File: src/rtl/pipe_pkg.sv
// pipe_pkg: shared widths, NOP encoding and the pipeline control record
package pipe_pkg;
    localparam int XLEN_DEFAULT = 32;
    localparam logic [31:0] NOP_INST = 32'h0000_0013;
    typedef struct packed {
        logic        valid;
        logic [31:0] inst;
    } ctl_t;
    localparam ctl_t BUBBLE_CTL = '{valid: 1'b0, inst: NOP_INST};
endpackage

File: src/rtl/fwd_mux.sv
// fwd_mux: priority operand select (alu > mem_alu > mem > rdata) with multi-select detect
module fwd_mux #(
    parameter int W = 32
) (
    input  logic         sel_alu_i,
    input  logic         sel_mem_alu_i,
    input  logic         sel_mem_i,
    input  logic [W-1:0] alu_i,
    input  logic [W-1:0] mem_alu_i,
    input  logic [W-1:0] mem_i,
    input  logic [W-1:0] rdata_i,
    output logic [W-1:0] op_o,
    output logic         multi_o
);
    assign op_o    = sel_alu_i ? alu_i : sel_mem_alu_i ? mem_alu_i : sel_mem_i ? mem_i : rdata_i;
    assign multi_o = (sel_alu_i & (sel_mem_alu_i | sel_mem_i)) | (sel_mem_alu_i & sel_mem_i);
endmodule

File: src/rtl/pipe_stall_fwd.sv
// pipe_stall_fwd: IF/ID and ID/EX registers with stall, bubble, flush, forwarding and perf counters
module pipe_stall_fwd
    import pipe_pkg::*;
#(
    parameter int XLEN  = XLEN_DEFAULT,
    parameter int CNT_W = 32
) (
    input  logic             i_clk,
    input  logic             i_rst,
    input  logic             i_if_valid,
    input  logic [XLEN-1:0]  i_if_pc,
    input  logic [31:0]      i_if_inst,
    output logic             o_id_valid,
    output logic [XLEN-1:0]  o_id_pc,
    output logic [31:0]      o_id_inst,
    output logic             o_pc_hold,
    input  logic [XLEN-1:0]  i_rs1_rdata,
    input  logic [XLEN-1:0]  i_rs2_rdata,
    input  logic             i_if_id_halt,
    input  logic             i_id_ex_halt,
    input  logic             i_frwd_alu_op1,
    input  logic             i_frwd_mem_alu_op1,
    input  logic             i_frwd_mem_op1,
    input  logic             i_frwd_alu_op2,
    input  logic             i_frwd_mem_alu_op2,
    input  logic             i_frwd_mem_op2,
    input  logic [XLEN-1:0]  i_ex_alu_res,
    input  logic [XLEN-1:0]  i_mem_alu_res,
    input  logic [XLEN-1:0]  i_mem_rdata,
    input  logic             i_flush,
    output logic             o_ex_valid,
    output logic [XLEN-1:0]  o_ex_pc,
    output logic [31:0]      o_ex_inst,
    output logic [XLEN-1:0]  o_ex_op1,
    output logic [XLEN-1:0]  o_ex_op2,
    output logic [CNT_W-1:0] o_stall_cnt,
    output logic [CNT_W-1:0] o_flush_cnt,
    output logic             o_fwd_err
);
    ctl_t             id_q, id_d, ex_q, ex_d;
    logic [XLEN-1:0]  id_pc_q, id_pc_d, ex_pc_q, ex_pc_d;
    logic [XLEN-1:0]  op1_q, op1_d, op2_q, op2_d;
    logic [CNT_W-1:0] stall_q, stall_d, flush_q, flush_d;
    logic             err_q, err_d, halt_q, halt_d;
    logic [XLEN-1:0]  sel_op1, sel_op2;
    logic             multi1, multi2, kill_ex, any_halt;

    fwd_mux #(.W(XLEN)) u_fwd_op1 (
        .sel_alu_i     (i_frwd_alu_op1),
        .sel_mem_alu_i (i_frwd_mem_alu_op1),
        .sel_mem_i     (i_frwd_mem_op1),
        .alu_i         (i_ex_alu_res),
        .mem_alu_i     (i_mem_alu_res),
        .mem_i         (i_mem_rdata),
        .rdata_i       (i_rs1_rdata),
        .op_o          (sel_op1),
        .multi_o       (multi1)
    );

    fwd_mux #(.W(XLEN)) u_fwd_op2 (
        .sel_alu_i     (i_frwd_alu_op2),
        .sel_mem_alu_i (i_frwd_mem_alu_op2),
        .sel_mem_i     (i_frwd_mem_op2),
        .alu_i         (i_ex_alu_res),
        .mem_alu_i     (i_mem_alu_res),
        .mem_i         (i_mem_rdata),
        .rdata_i       (i_rs2_rdata),
        .op_o          (sel_op2),
        .multi_o       (multi2)
    );

    assign o_pc_hold = i_if_id_halt & ~i_flush;
    assign kill_ex   = i_flush | i_id_ex_halt;
    assign any_halt  = i_if_id_halt | i_id_ex_halt;

    // next state: flush beats halts; halts only count and check when no flush is present
    always_comb begin
        id_d    = i_flush ? BUBBLE_CTL : i_if_id_halt ? id_q : ctl_t'({i_if_valid, i_if_inst});
        id_pc_d = i_flush ? '0 : i_if_id_halt ? id_pc_q : i_if_pc;
        ex_d    = kill_ex ? BUBBLE_CTL : id_q;
        ex_pc_d = kill_ex ? '0 : id_pc_q;
        op1_d   = kill_ex ? '0 : sel_op1;
        op2_d   = kill_ex ? '0 : sel_op2;
        stall_d = (o_pc_hold && stall_q != '1) ? stall_q + CNT_W'(1) : stall_q;
        flush_d = (i_flush && flush_q != '1) ? flush_q + CNT_W'(1) : flush_q;
        halt_d  = any_halt & ~i_flush;
        err_d   = err_q | (~i_flush & ((i_if_id_halt ^ i_id_ex_halt) | (halt_q & any_halt) | (id_q.valid & (multi1 | multi2))));
    end

    // pipeline, counter and error state registers
    always_ff @(posedge i_clk) begin
        if (i_rst) begin
            id_q    <= BUBBLE_CTL;
            id_pc_q <= '0;
            ex_q    <= BUBBLE_CTL;
            ex_pc_q <= '0;
            op1_q   <= '0;
            op2_q   <= '0;
            stall_q <= '0;
            flush_q <= '0;
            halt_q  <= 1'b0;
            err_q   <= 1'b0;
        end else begin
            id_q    <= id_d;
            id_pc_q <= id_pc_d;
            ex_q    <= ex_d;
            ex_pc_q <= ex_pc_d;
            op1_q   <= op1_d;
            op2_q   <= op2_d;
            stall_q <= stall_d;
            flush_q <= flush_d;
            halt_q  <= halt_d;
            err_q   <= err_d;
        end
    end

    assign o_id_valid  = id_q.valid;
    assign o_id_inst   = id_q.inst;
    assign o_id_pc     = id_pc_q;
    assign o_ex_valid  = ex_q.valid;
    assign o_ex_inst   = ex_q.inst;
    assign o_ex_pc     = ex_pc_q;
    assign o_ex_op1    = op1_q;
    assign o_ex_op2    = op2_q;
    assign o_stall_cnt = stall_q;
    assign o_flush_cnt = flush_q;
    assign o_fwd_err   = err_q;
endmodule

File: config.mk
export PLATFORM = sky130hd
export DESIGN_NAME = pipe_stall_fwd
export DESIGN_NICKNAME = d
export VERILOG_FILES = /design/src/rtl/pipe_pkg.sv /design/src/rtl/fwd_mux.sv /design/src/rtl/pipe_stall_fwd.sv
export SDC_FILE = /design/constraint.sdc
export NUM_CORES = 1
export LEC_CHECK = 0
export BUFFER_PORTS_ARGS = -buffer_cell sky130_fd_sc_hd__clkbuf_2
export CAP_MARGIN = 20
export CORE_AREA = 2 2 195 197
export CTS_BUF_LIST = sky130_fd_sc_hd__clkbuf_2 sky130_fd_sc_hd__clkbuf_4 sky130_fd_sc_hd__clkbuf_8
export CTS_CLUSTER_DIAMETER = 40
export DETAILED_ROUTE_END_ITERATION = 16
export DIE_AREA = 0 0 197 199
export GPL_TIMING_DRIVEN = 1
export PLACE_DENSITY_LB_ADDON = 0.2
export SETUP_SLACK_MARGIN = 0.05
export SYNTH_ARGS = -nofsm -noshare
export SYNTH_HDL_FRONTEND = slang
export SYNTH_SLANG_ARGS = --single-unit
File: constraint.sdc
create_clock -name i_clk -period 1.8 [get_ports i_clk]
set_input_delay 0.18 -clock i_clk [delete_from_list [all_inputs] [get_ports i_clk]]
set_output_delay 0.18 -clock i_clk [all_outputs]
set_load 0.02 [all_outputs]
# Word level (Yosys, flattened, before mapping)
# Cells that the tools add are included.
# op_classes
add_sub_neg	2
multipliers	0
n_div	0
magnitude_cmp	0
eq_ne	2
shift	0
mux	6
bitwise_logic	21
reduce_logical	4
# op_table
operator	count
32-bit 2-to-1 mux	6
32-bit by 1-bit adder with 32-bit output, second input constant	2
32-bit inequality test, second input constant	2
1-bit bitwise OR	10
1-bit bitwise AND	9
2-bit OR reduction	2
1-bit logical AND	2
1-bit inverter	1
1-bit bitwise XOR	1
# totals
ff_bits	260
latchBits	0
mem_bits_rw	0
mem_bits_ro	0
inputBits	236
output_inout_bits	260
wordCells	47
memories	0

# Logic depth before layout (Yosys ltp)
# depth
depth_word	8
depth_mapped	9
depth_no_buf	6

# Cells and area by module
# A second synthesis with hierarchy kept.
# unflattened
hier_cells	1197
hier_area_um2	11741.3
# by_module_without_submodules
mod	n_inst	cells_per_inst	area_each_um2	seq_area_each_um2
pipe_stall_fwd	1	901	9123.8	5205.0
fwd_mux	2	148	1308.8	0.0

# Worst setup path after synthesis
# Ideal clock, no wire load.
# synth_path
path_type	reg-to-reg
startpoint	reg stall_q[26], in the netlist o_stall_cnt[26]
endpoint	reg stall_q[1], in the netlist o_stall_cnt[1]
setup_time_ns	0.128
arrival_time_ns	1.937
required_time_ns	1.672
setup_slack_ns	-0.265
path_stages_with_launch	8
path_buffers	2
period_less_slack_ns	2.065
cell_sequence	dfxtp_1 -> nand4_1 -> nor4_4 -> a31o_4 -> buf_6 -> buf_6 -> mux2i_1 -> nor2_1
# synth_via
elab_chain_len	2
# synth_lines
element	line	text
start: declaration	pipe_stall_fwd.sv:43	logic [CNT_W-1:0] stall_q, stall_d, flush_q, flush_d;
start signal: assignment	pipe_stall_fwd.sv:110	stall_q <= stall_d;
32-bit inequality test	pipe_stall_fwd.sv:84	stall_d = (o_pc_hold && stall_q != '1) ? stall_q + CNT_W'(1) : stall_q;
1-bit logical AND	pipe_stall_fwd.sv:84	
# Every way passes these cells.
# A chain may end at the register's enable or synchronous reset.

# Worst setup path after layout
# layout_path
startpoint	reg stall_q[0], in the netlist o_stall_cnt[0]
endpoint	reg stall_q[27], in the netlist o_stall_cnt[27]
# layout_via
elab_chain_len	2
word_cells_on_any_way	3
classes_between	add/sub (1); eq/ne (1); reduce/logical (1)
# layout_lines
element
parallel branches: the longest is 2 deep, another holds 32-bit by 1-bit adder with 32-bit output
# Parallel ways; which one is timed is not known.

==> impl_metrics.py <==
metrics = {
    "status": {
        "status": "finished, violations left",
        "violations": "negative setup slack",
    },
    "synthesis": {
        "synth_ff_type": "dfxtp_1",
        "yosysWarnings": 0,
        "synth_top_area_share_pct": 47.5,
        "synth-edff-count": 0,
        "synthArstFlopShare_pct": 0,
        "netlist-cell-type-count": 53,
        "syn_area_sq_um": 11000,
        "syn_nets": 1419,
        "synth_commonest_cells": "260 x dfxtp_1, 197 x mux2i_1, 179 x nor2_1",
        "netlist_instances": 1180,
        "synth_seq_cells": 260,
        "ys_seq_area_share_pct": 47.5,
        "synthTopCellsByArea": "dfxtp_1 47%, mux2i_1 18%, nor2_1 6.1%, and3_1 3.8%, o21ai_0 3.2%",
        "yosys.area.top_type": "dfxtp_1",
        "avgSynthCellArea_sq_um": 9.29,
        "synth.most_common_cell": "dfxtp_1",
    },
    "finish": {
        "drive_gt1_share_pct": 42.2,
        "fillCellCount": 3544,
        "seq_area_sq_um": 5330,
        "finish.utilization_pct": 49.6,
        "multi_input_area_sq_um": 5820,
        "areaGrowthSynthToFinish_pct": 67.9,
        "final_nets": 2191,
    },
    "die": {
        "rows": 71,
        "die_y_microns": 199,
        "chipWidth_microns": 197,
        "io_pins": 496,
        "die-area_sq_um": 39200,
        "start_util_pct": 29.5,
        "core-area_sq_um": 37100,
    },
    "global_route": {
        "overflow": 0,
        "grt_max_degree": 69,
        "grt_usage_pct": 21.1,
        "grt_pass1_vias": 11700,
        "antenna_found_initial": 3,
        "grt_pass1_wl_mm": 64.4,
    },
    "routing": {
        "wl_per_cell_microns": 17.4,
        "vias": 11600,
        "drt-total-wl_mm": 43.0,
        "firstDrtPassIters": 4,
        "first_iter_violations": 397,
        "drtAntennaViolNets": 0,
        "drcViolationCount": 0,
        "vias_per_cell": 4.70,
    },
    "place": {
        "gp_congestion": 0.920,
        "dp_hpwl_mm": 30.7,
        "portBuffers": 495,
        "post-place-ws_ns": -0.00883,
    },
    "critical_path": {
        "cp_max_fo": 4,
        "cp_cell_sequence": "buf_6, nand3_4, nor4_4, buf_4, nand3_4, or4_4, a21oi_2",
        "cp-end-kind": "flop",
        "crit_top_cell": "nand3_4",
        "cpMaxStageDelayCell": "or4_4",
        "critPathMaxStageDelay_ns": 0.56,
        "arrival_ns": 2.41,
        "cp.required_ns": 2.34,
        "critical_path_class": "flop to flop",
        "start_kind": "flop",
    },
    "timing": {
        "tightest_slew_ns": 0.540,
        "post-route-min-period_ns": 1.87,
        "maxSlewViolCount": 0,
        "skew_ns": 0.0185,
        "max_freq_ghz": 0.536,
        "setup_slack_ns": -0.0658,
        "fin_tns_setup_ns": -0.0658,
        "period_share_pct": 104,
        "timing.slew.headroom_pct": 64.0,
        "hold_violations": 0,
        "setup_viol": 1,
        "grt_setup_unrepaired": "yes",
    },
    "cts": {
        "cts_buffer_depth": 3,
        "numCtsBuffers": 54,
        "path_clk_slew_ns": 0.06,
        "h-tree-depth": 2,
        "clock_sinks": 260,
        "clock_latency_ns": 0.61,
        "cts_root_buf": "clkbuf_8",
        "cts_tree": "done",
    },
    "power": {
        "p_total_mw": 14.8,
        "p_per_area_nw_per_um2": 807,
        "cellLeakagePower_nw": 8.90,
        "peakVddDrop_v": 0.000550,
    },
    "job": {
        "max_cap_violations": 0,
    },
    "worst_hold_path": {
        "hp-class": "input pin to flop",
    },
}
critical path: cells and delay by family, from the launching register on:
kind	cells	cell delay (ns)
compound gates	1	0.14
simple gates	4	1.01
buf+inv	2	0.28
flops	1	0.36
final cells by class:
class | instances | share of cell area [%]
Clock buffer | 79 | 5.36
Timing Repair Buffer | 796 | 29.1
Sequential cell | 260 | 28.9
Multi-Input combinational cell | 825 | 31.6
Tap cell | 474 | 3.22
Clock inverter | 20 | 1.39
Antenna cell | 5 | 0.0680
Inverter | 15 | 0.306
timing repair:
action                                  in CTS  in global routing
setup buffers                                7                 24
pin swaps                                    7                 43
hold buffers                               175                  0
endpoints found under the hold margin      132                  0
cloned                                       2                  1
endpoints found under the setup margin      31                 83
gates resized for setup                     13                 82
path summary, 6_finish.rpt:
check | start | endpoint | slack, ns | depth (start not counted)
hold reg to reg | o_fwd_err$_SDFF_PP0_ | o_fwd_err$_SDFF_PP0_ | 0.47 | 2
hold / removal | i_rs2_rdata[20] | o_ex_op2[20]$_SDFF_PP0_ | 0.02 | 5
setup / recovery | o_stall_cnt[0]$_SDFFE_PP0P_ | o_stall_cnt[27]$_SDFFE_PP0P_ | -0.07 | 7
setup reg to reg | o_stall_cnt[0]$_SDFFE_PP0P_ | o_stall_cnt[27]$_SDFFE_PP0P_ | -0.07 | 7
state kept, by name, summed over array words and instances (netlist names):
name and flops:
o_ex_op2 32, halt_q 1, o_ex_op1 32, o_id_pc 32, o_ex_inst 32, o_ex_valid 1, o_fwd_err 1, o_id_inst 32
o_stall_cnt 32, o_flush_cnt 32, o_id_valid 1, o_ex_pc 32
through the flow:
stage	instances	area, sq um	hold WS, ns
floorplan	1180	11100	0.282
global placement	2164	14700	0.401
detailed placement	2164	14700	0.395
CTS	2446	17800	0.00126
global route	2471	18400	0.0507
finish	2474	18400	0.0248
per-layer routing:
metal	global-route usage [%]	part of all wire [%]	up-vias	wire (microns)
met2	35.8	49	364	21000
met1	24.8	40	5474	17300
met5	0	0.030	-	13
li1	-	-	5694	-
met4	11.4	4.9	2	2110
met3	5.02	6.1	105	2620
power by group:
group          total (mW)  internal, mW  leakage, nW  switching (mW)
logic                1.84         0.923         6.10           0.920
clock network        7.09          4.38        0.653            2.72
registers            5.91          5.85         2.14          0.0625
logic make-up after synthesis:
family | synth area share (%)
AND/OR/NAND/NOR | 20.0
multiplexers | 18.1
XOR/XNOR | 2.80
flip-flops | 47.5
AO/OA/AOI/OAI | 7.73
buffers and inverters | 3.58
adder cells (fa/ha/maj) | 0.342
cells in the final DEF, fill, tap and decap left out, types with 6 or more instances in the layout:
| cell type | n |
|---|---|
| clkinv_2 | 10 |
| clkbuf_4 | 16 |
| a21oi_1 | 23 |
| o21ai_1 | 9 |
| inv_1 | 14 |
| xnor2_1 | 29 |
| a21oi_2 | 7 |
| o21ai_0 | 67 |
| buf_12 | 9 |
| nor2_1 | 178 |
| nand4_1 | 27 |
| bufinv_16 | 6 |
| buf_6 | 12 |
| nand3_1 | 23 |
| nand2_1 | 84 |
| clkbuf_2 | 494 |
| dfxtp_1 | 205 |
| dlygate4sd3_1 | 175 |
| buf_4 | 103 |
| mux2i_1 | 197 |
| and4_1 | 7 |
| dfxtp_4 | 21 |
| dfxtp_2 | 34 |
| clkbuf_8 | 63 |
| and3_1 | 66 |
| or3_1 | 12 |
Power figures use the tool's default switching activity.
